--- config.mk ---
export PLATFORM = sky130hd
export DESIGN_NAME = alu_ctrl
export DESIGN_NICKNAME = d
export VERILOG_FILES = /design/src/rtl/alu_ctrl.sv
export SDC_FILE = /design/constraint.sdc
export NUM_CORES = 1
export LEC_CHECK = 0
export BUFFER_PORTS_ARGS = -buffer_cell sky130_fd_sc_hd__buf_2
export CAP_MARGIN = 10
export CORE_MARGIN = 5
export CORE_UTILIZATION = 29
export DETAILED_ROUTE_END_ITERATION = 10
export SLEW_MARGIN = 10
export SYNTH_ARGS = -nofsm -noshare
export SYNTH_HDL_FRONTEND = slang
export SYNTH_SLANG_ARGS = --single-unit
--- constraint.sdc ---
create_clock -name clk -period 3.59 [get_ports clk]
set_input_delay 0.359 -clock clk [delete_from_list [all_inputs] [get_ports clk]]
set_output_delay 0.359 -clock clk [all_outputs]
set_load 0.02 [all_outputs]
--- src/rtl/alu_ctrl.sv ---
// Sequencer for an external ALU: 3-state command FSM, small register file,
// registered ALU operand/control outputs and a result handshake with sticky overflow.
//
//   state | meaning
//   IDLE  | waiting for a command; direct register loads are accepted here
//   EXEC  | operands and control word presented to the ALU for one cycle
//   RESP  | captured result held on res_data until res_ready
module alu_ctrl #(
  parameter int N    = 16,
  parameter int NREG = 8
) (
  input  logic         clk,
  input  logic         rstn,
  input  logic         cmd_valid,
  output logic         cmd_ready,
  input  logic [2:0]   cmd_op,
  input  logic [2:0]   cmd_dst,
  input  logic [2:0]   cmd_srca,
  input  logic [2:0]   cmd_srcb,
  input  logic         ld_valid,
  input  logic [2:0]   ld_addr,
  input  logic [N-1:0] ld_data,
  output logic [N-1:0] alu_a,
  output logic [N-1:0] alu_b,
  output logic [N-1:0] alu_reg0,
  output logic [N-1:0] alu_reg1,
  output logic [N-1:0] alu_reg2,
  output logic         alu_f0,
  output logic         alu_f1,
  output logic         alu_ena,
  output logic         alu_enb,
  output logic         alu_inva,
  output logic         alu_inc,
  input  logic [N-1:0] alu_func,
  input  logic         alu_ovflag,
  output logic         res_valid,
  input  logic         res_ready,
  output logic [N-1:0] res_data,
  output logic         res_ovf,
  output logic         ovf_sticky,
  input  logic         ovf_clr
);

  typedef enum logic [1:0] {IDLE, EXEC, RESP} state_t;

  state_t         state_q, state_d;
  logic [N-1:0]   rf_q [NREG];
  logic [N-1:0]   a_q, b_q, res_data_q;
  logic [5:0]     ctrl_q;
  logic [2:0]     dst_q, op_q;
  logic           res_ovf_q, sticky_q;
  logic           accept, capture;
  logic           rf_we;
  logic [2:0]     rf_waddr;
  logic [N-1:0]   rf_wdata;

  // Control word bit order: {f1, f0, ena, enb, inva, inc}
  function automatic logic [5:0] op_ctrl(input logic [2:0] op);
    case (op)
      3'd0:    op_ctrl = 6'b000110;
      3'd1:    op_ctrl = 6'b000111;
      3'd2:    op_ctrl = 6'b001110;
      3'd3:    op_ctrl = 6'b000100;
      3'd4:    op_ctrl = 6'b100110;
      3'd5:    op_ctrl = 6'b110110;
      3'd6:    op_ctrl = 6'b100111;
      default: op_ctrl = 6'b000000;
    endcase
  endfunction

  assign cmd_ready = (state_q == IDLE) && !ld_valid;
  assign accept    = cmd_valid && cmd_ready;
  assign capture   = (state_q == EXEC);

  always_comb begin
    state_d = state_q;
    case (state_q)
      IDLE:    if (accept) state_d = EXEC;
      EXEC:    state_d = RESP;
      RESP:    if (res_ready) state_d = IDLE;
      default: state_d = IDLE;
    endcase
  end

  always_ff @(posedge clk or negedge rstn) begin
    if (!rstn) state_q <= IDLE;
    else       state_q <= state_d;
  end

  // Single write port: loads only in IDLE, ALU results at the EXEC->RESP edge.
  always_comb begin
    rf_we    = 1'b0;
    rf_waddr = ld_addr;
    rf_wdata = ld_data;
    if (state_q == IDLE && ld_valid) begin
      rf_we = 1'b1;
    end else if (capture && op_q != 3'd7) begin
      rf_we    = 1'b1;
      rf_waddr = dst_q;
      rf_wdata = alu_func;
    end
    if (rf_waddr == 3'd0) rf_we = 1'b0;
  end

  always_ff @(posedge clk or negedge rstn) begin
    if (!rstn) begin
      for (int i = 0; i < NREG; i++) rf_q[i] <= '0;
    end else if (rf_we) begin
      rf_q[rf_waddr] <= rf_wdata;
    end
  end

  // Operands/controls live only for the EXEC cycle, so they are cleared on capture.
  always_ff @(posedge clk or negedge rstn) begin
    if (!rstn) begin
      a_q        <= '0;
      b_q        <= '0;
      ctrl_q     <= '0;
      dst_q      <= '0;
      op_q       <= '0;
      res_data_q <= '0;
      res_ovf_q  <= 1'b0;
    end else if (accept) begin
      a_q    <= rf_q[cmd_srca];
      b_q    <= rf_q[cmd_srcb];
      ctrl_q <= op_ctrl(cmd_op);
      dst_q  <= cmd_dst;
      op_q   <= cmd_op;
    end else if (capture) begin
      a_q        <= '0;
      b_q        <= '0;
      ctrl_q     <= '0;
      res_data_q <= alu_func;
      res_ovf_q  <= alu_ovflag;
    end
  end

  always_ff @(posedge clk or negedge rstn) begin
    if (!rstn)                     sticky_q <= 1'b0;
    else if (capture && alu_ovflag) sticky_q <= 1'b1;
    else if (ovf_clr)              sticky_q <= 1'b0;
  end

  assign alu_a      = a_q;
  assign alu_b      = b_q;
  assign alu_f1     = ctrl_q[5];
  assign alu_f0     = ctrl_q[4];
  assign alu_ena    = ctrl_q[3];
  assign alu_enb    = ctrl_q[2];
  assign alu_inva   = ctrl_q[1];
  assign alu_inc    = ctrl_q[0];
  assign alu_reg0   = '0;
  assign alu_reg1   = '1;
  assign alu_reg2   = N'(1);
  assign res_valid  = (state_q == RESP);
  assign res_data   = res_data_q;
  assign res_ovf    = res_ovf_q;
  assign ovf_sticky = sticky_q;

endmodule

==> results of run 1 <==
-- power by group --
group	switching [uW]	total (uW)	internal [uW]
logic	1250	2520	1270
clock network	982	1920	941
registers	598	3510	2910
total	2830	7950	5130
-- Yosys cell counts, drive strengths merged (6+ instances only) --
cell and instances:
a21oi 10, buf 88, clkbuf 48, dfrtp 192
mux2 64, mux4 32, nand2 201, nand2b 6
nand3 9, nor2 48, nor2b 36, o21a 19
o221a 88, o22a 19, o22ai 37, o31ai 35
-- flip-flops by register name, indices dropped and copies added (netlist names), 2 cells and up --
register / count
alu_a: 16
op_q: 3
state_q: 2
dst_q: 3
rf_q: 128
alu_b: 16
ctrl_q: 6
res_data: 16
-- placed cells by master (no fill, tap or decap), types with 3 or more instances in the layout --
master,count
nor2_1,48
nand2_2,6
o22ai_1,37
clkbuf_16,17
o22a_1,19
nand3_1,7
inv_1,5
clkinv_8,4
inv_6,3
clkinv_4,3
nand2_1,195
buf_2,110
mux2_2,64
o21ai_0,5
dfrtp_1,192
inv_8,4
nor2b_1,35
o21a_1,19
o31ai_1,33
nand4_1,4
nand2b_1,6
conb_1,48
buf_4,11
a21oi_1,10
mux4_2,32
o221a_2,88
-- worst register-to-register path: cells and delay by family, from the launching register on --
kind	cells	cell delay, ns
compound gates	2	1.15
flops	1	0.52
simple gates	2	0.91
-- kinds of logic (layout without fill, tap and decap cells) --
group                  count (synthesis)  in the layout  share of synthesized area
buffers and inverters                141            161                     0.0757
other                                  2             48                   0.000724
muxes                                 96             96                      0.139
DFF                                  192            192                      0.463
and+or+nand+nor                      316            316                      0.136
AOI/OAI and AO/OA                    217            217                      0.186
-- metal layers --
| layer | part of all wire | wire, um | vias to the layer above |
|---|---|---|---|
| met2 | 0.43 | 14000 | 337 |
| met3 | 0.076 | 2470 | 44 |
| li1 | - | - | 3552 |
| met4 | 0.018 | 571 | 8 |
| met1 | 0.47 | 15200 | 3928 |
| met5 | 0.0017 | 55 | - |
-- cell type report --
cell class,instances,share of cell area
well taps,461,0.0495
inverters,5,0.00161
clock inverters,14,0.0140
repair buffers,124,0.0590
flip-flops and latches,192,0.413
multi-input cells,677,0.427
clock buffers,18,0.0368
-- per-stage QoR --
step	instances	instance area, um^2
after floorplan	1010	10600
final	1491	11600
after global placement	1459	11100
after global routing	1491	11600
after detailed placement	1459	11100
after CTS	1491	11600
-- path summary, 6_finish.rpt --
path,to,cells after the start,startpoint,slack [ns]
min in group clk,ovf_sticky,2,ovf_clr,0.10
worst max-delay path,rf_q[74],4,state_q[0],0.95
worst min register to register,rf_q[126],0,rf_q[126],0.40
worst min-delay path,res_data[15],1,rstn,-0.003
worst max register to register,rf_q[74],4,state_q[0],0.95
max in group asynchronous,rf_q[57],2,rstn,2.74
==> results_dict.tcl, run 1 <==
set metrics [dict create \
    hold_viol 1 \
    crit_type "flop to flop" \
    vias 7869 \
    synth_cells 964 \
    n_antenna_cell 0 \
    path_buf_inv 0 \
    ys_seq_area_frac 0.463 \
    power_uw 7950 \
    drt-initial-drc-count 649 \
    fp.dieArea_um2 39700 \
    synth_seq_cells 192 \
    clock_sinks 192 \
    violations "negative hold slack" \
    cts_max_level 4 \
    dr.pass1.iters 5 \
    ctsResizeCount 0 \
    pre_cts_slack_ns 0.990 \
    synth_largest_area_cell "dfrtp_1" \
    vias_per_cell 5.28 \
    io_buffers 111 \
    start_util 0.292 \
    crit_required_ns 3.97 \
    p_leak_uw 0.00478 \
    num_rows 69 \
    final_nets 1071 \
    totalWireLength_mm 32.4 \
    grt_pass1_wl_mm 49.8 \
    hp-class "input pin to asynchronous set/reset pin" \
    slew_viol_final 0 \
    tightest_slew_ns 1.02 \
    synthArstFlopShare 1.00 \
    critPathTopFamily "compound AO/OA/AOI/OAI gates" \
    grt_max_degree 95 \
    use_met3 0.0393 \
    cts_setup_buffers 0 \
    use_met2 0.233 \
    crit_chain "nor2b_2 -> nand2_1 -> o31ai_4 -> o221a_2" \
    fin_util 0.328 \
    drv_cap 0 \
    synth-edff-count 0 \
    worst_setup_path_start_kind "flop" \
    cpPeakStageDelay_ns 0.79 \
    ys.flop_type "dfrtp_1" \
    syn_area_um2 10400 \
    area_growth_syn_to_layout_pct 12.2 \
    fp.dieW_um 199 \
    antenna_found_initial 4 \
    whs_ns -0.00328 \
    ir_worst_vdd_mv 0.338 \
    use_met1 0.246 \
    yosys_warnings 0 \
    fp.coreArea_um2 35500 \
    drcViolationCount 0 \
    dp_hpwl_mm 22.5 \
    clock_latency_ns 0.45 \
    clk_pin_slew_ns 0.08 \
    multiInputGateArea_um2 4970 \
    grt_pass1_vias 7793 \
    min_period_over_period 0.737 \
    clock_path_buffers 2 \
    synthDistinctLibCells 39 \
    path_max_fanout 16 \
    fillCellCount 3564 \
    syn_area_per_cell_um2 10.8 \
    grt_overflow_total 0 \
    rsz0062_at_grt "no" \
    fin_tns_setup_ns 0 \
    p_per_area_nw_per_um2 683 \
    cts-root-buf "clkbuf_16" \
    hold_buffers 0 \
    arrival_ns 3.02 \
    gp_congestion 0.840 \
    die_h_um 199 \
    layout-drive-gt1-share 0.349 \
    synth.area.top_cells "dfrtp_1 (46%), o221a_2 (9.5%), nand2_1 (7.1%)" \
    max_freq_ghz 0.378 \
    ant_nets 0 \
    seqCellArea_um2 4800 \
    synth_top_area_frac 0.463 \
    slew_headroom 0.322 \
    status "finished with violations" \
    wl_per_cell_um 21.7 \
    numCtsBuffers 17 \
    fin_ws_ns 0.946 \
    ios 160 \
    cts_tree "yes" \
    slowest_stage "o31ai_4" \
    end_kind "flop" \
    grt_usage 0.163 \
    period_needed_ns 2.64 \
    fin_skew_ns 0.0184 \
    finalSetupViolCount 0 \
    grt_busiest_layer "met1" \
]
(Power assumes the default switching activity.)
==> run 2, diff against run 1 <==
Settings changed: ABC_AREA set to 1.
Clock period 3.59 ns to 2.2 ns, I/O delays scaled along.
==> results_dict.tcl, run 2 <==
set metrics [dict create \
    totalWireLength_mm 31.0 \
    synth_top_family_by_area "simple AND/OR/NAND/NOR gates" \
    ios 160 \
    fp.coreArea_um2 35300 \
    power_uw 13000 \
    synthSimpleGateAreaFrac 0.284 \
    synth-edff-count 0 \
    drt-initial-drc-count 794 \
    numCtsBuffers 17 \
    synthArstFlopShare 1.00 \
    layout_common_cells "nand2_1 (425), nand3_1 (215), dfrtp_1 (192), buf_2 (108), inv_1 (92)" \
    fp.dieW_um 198 \
    ir_worst_vdd_mv 0.607 \
    num_rows 69 \
    crit_end "rf_q[80]" \
    ys.flop_type "dfrtp_1" \
    grt_pass1_vias 8545 \
    io_buffers 111 \
    antenna_found_initial 0 \
    yosys_warnings 0 \
    fp.dieArea_um2 39300 \
    drv_cap 0 \
    yosysMostFrequentCell "nand2_1" \
    clockPowerShare 0.248 \
    cts_tree "yes" \
    slew_viol_final 0 \
    p_int_uw 7950 \
    n_antenna_cell 0 \
    status "complete, no violations" \
    hp-class "input pin to flop" \
    synth_compound_area_frac 0.129 \
    syn_area_um2 10300 \
    synth_seq_cells 192 \
    synth_common_cells "nand2_1 (425), nand3_1 (215), dfrtp_1 (192)" \
    p_per_area_nw_per_um2 1100 \
    r2r_end "rf_q[80]" \
    p_sw_uw 5070 \
    synth_largest_area_cell "dfrtp_1" \
    gp_congestion 0.831 \
    hold_viol 0 \
    crit_type "flop to flop" \
    cts-root-buf "clkbuf_16" \
    grt_overflow_total 0 \
    reg2reg_slack_ns 0.22 \
    dr.pass1.iters 6 \
    ys_seq_area_frac 0.467 \
    p_leak_uw 0.00613 \
    hold_path_depth 3 \
    rsz0062_at_grt "no" \
    grt_max_degree 66 \
    grt_pass1_wl_mm 49.5 \
    mostFrequentLayoutCell "nand2_1" \
    area_growth_syn_to_layout_pct 14.9 \
    vias_per_cell 4.87 \
    finalInstanceArea_um2 11800 \
    path_max_fanout 16 \
    cts_setup_buffers 0 \
    final_nets 1462 \
    dp_hpwl_mm 21.2 \
    syn_area_per_cell_um2 7.65 \
    stdcell_count 1882 \
    synthXorXnorAreaFrac 0 \
    clk_pin_slew_ns 0.08 \
    worstRegToRegCells 8 \
    cts_max_level 4 \
    wl_per_cell_um 16.5 \
    crit_required_ns 2.54 \
    largest_register_ffs 128 \
    period_needed_ns 1.98 \
    rr_startpoint "state_q[1]" \
    finalSetupViolCount 0 \
    p_sw_frac 0.390 \
    clock_sinks 192 \
    max_freq_ghz 0.506 \
    start_util 0.291 \
    die_h_um 198 \
    fin_tns_setup_ns 0 \
    regMostFlops "rf_q" \
    crit_start "state_q[1]" \
    layout-drive-gt1-share 0.144 \
    post-place-cells 1844 \
    clock_path_buffers 2 \
    slew_headroom 0.443 \
    fillCellCount 3758 \
    synth_cells 1344 \
    ant_nets 0 \
    worst_setup_path_start_kind "flop" \
    synthAdderAreaFrac 0 \
    vias 9167 \
    clock_latency_ns 0.45 \
    synth_top_area_frac 0.467 \
    synth.area.top_cells "dfrtp_1 (47%), nand2_1 (16%), nand3_1 (10%)" \
    tightest_slew_ns 0.830 \
    grt_usage 0.158 \
    seqPwrFrac 0.442 \
    min_period_over_period 0.898 \
    place_area_um2 11200 \
    whs_ns 0.0278 \
    combinationalPowerShare 0.310 \
    fin_skew_ns 0.0145 \
    synthDistinctLibCells 24 \
    synthMuxAreaShare 0 \
    drcViolationCount 0 \
    end_kind "flop" \
    arrival_ns 2.31 \
]
run 2: cell types whose count changed after synthesis, sizes merged, moves of 64 or more:
cell / change
o211ai: +64
mux2: -64
inv: +89
nand2: +239
nand3: +206
o221a: -88
o21ai: +98
run 2: cell families (layout without fill, tap and decap cells):
group,after synthesis,in the layout
buffers and inverters,252,283
AND/OR/NAND/NOR,666,666
flip-flops,192,192
AO/OA/AOI/OAI,232,232
other,2,48
run 2: cell type report:
cell class	count	area, um^2	share of cell area
clock buffer	18	429	0.0363
clock inverter	14	168	0.0142
inverter	96	360	0.0305
multi-input combinational	946	4420	0.374
sequential	192	4800	0.407
tap	461	577	0.0488
timing repair buffer	155	1050	0.0891
run 2: critical path, stage by stage (launching register included):
cell and delay (ns):
dfrtp_1 0.46, nor2_8 0.20, nand2_2 0.23, nand2_1 0.15
inv_2 0.08, nor2_4 0.22, nand2_2 0.32, nand2_1 0.14
nand2_1 0.06
run 2: power groups by stage:
stage               registers [uW]  logic (uW)  clock network [uW]
finish                        5760        4030                3230
global route                  5920        4620                3440
CTS                           5740        4050                3300
detailed placement            5800        4030                   0
global placement              5770        3940                   0
floorplan                     5900        2580                   0
run 2: routing by layer:
layer  track usage  vias up  share of wire  wire, um
li1              -     4430              -         -
met1         0.236     4358           0.48     14800
met2         0.232      356           0.42     13200
met3        0.0417       23          0.089      2760
met4        0.0293        0         0.0090       279
met5             0        -              0         0
run 2: worst min-delay path by stage:
stage / endpoint / start / slack [ns]
final: res_ovf / alu_ovflag / 0.03
after global routing: ctrl_q[3] / cmd_op[2] / 0.02
after CTS: ctrl_q[3] / cmd_op[2] / 0.009
after detailed placement: ctrl_q[1] / rstn / 0.27
after floorplan: alu_a[0] / rstn / -0.08
after global placement: ctrl_q[1] / rstn / 0.25
run 2: what timing repair did:
item,4_1_cts,5_1_grt
hold endpoints to repair,66,0
hold buffers,6,0
setup endpoints to repair,0,0
resized for setup,0,0
run 2: metrics by stage:
stage                     setup WS (ns)   util
after global placement            0.235  0.316
after detailed placement          0.180  0.316
after floorplan                   0.166      -
after global routing             0.0401  0.335
final                             0.223  0.335
after CTS                         0.163  0.335
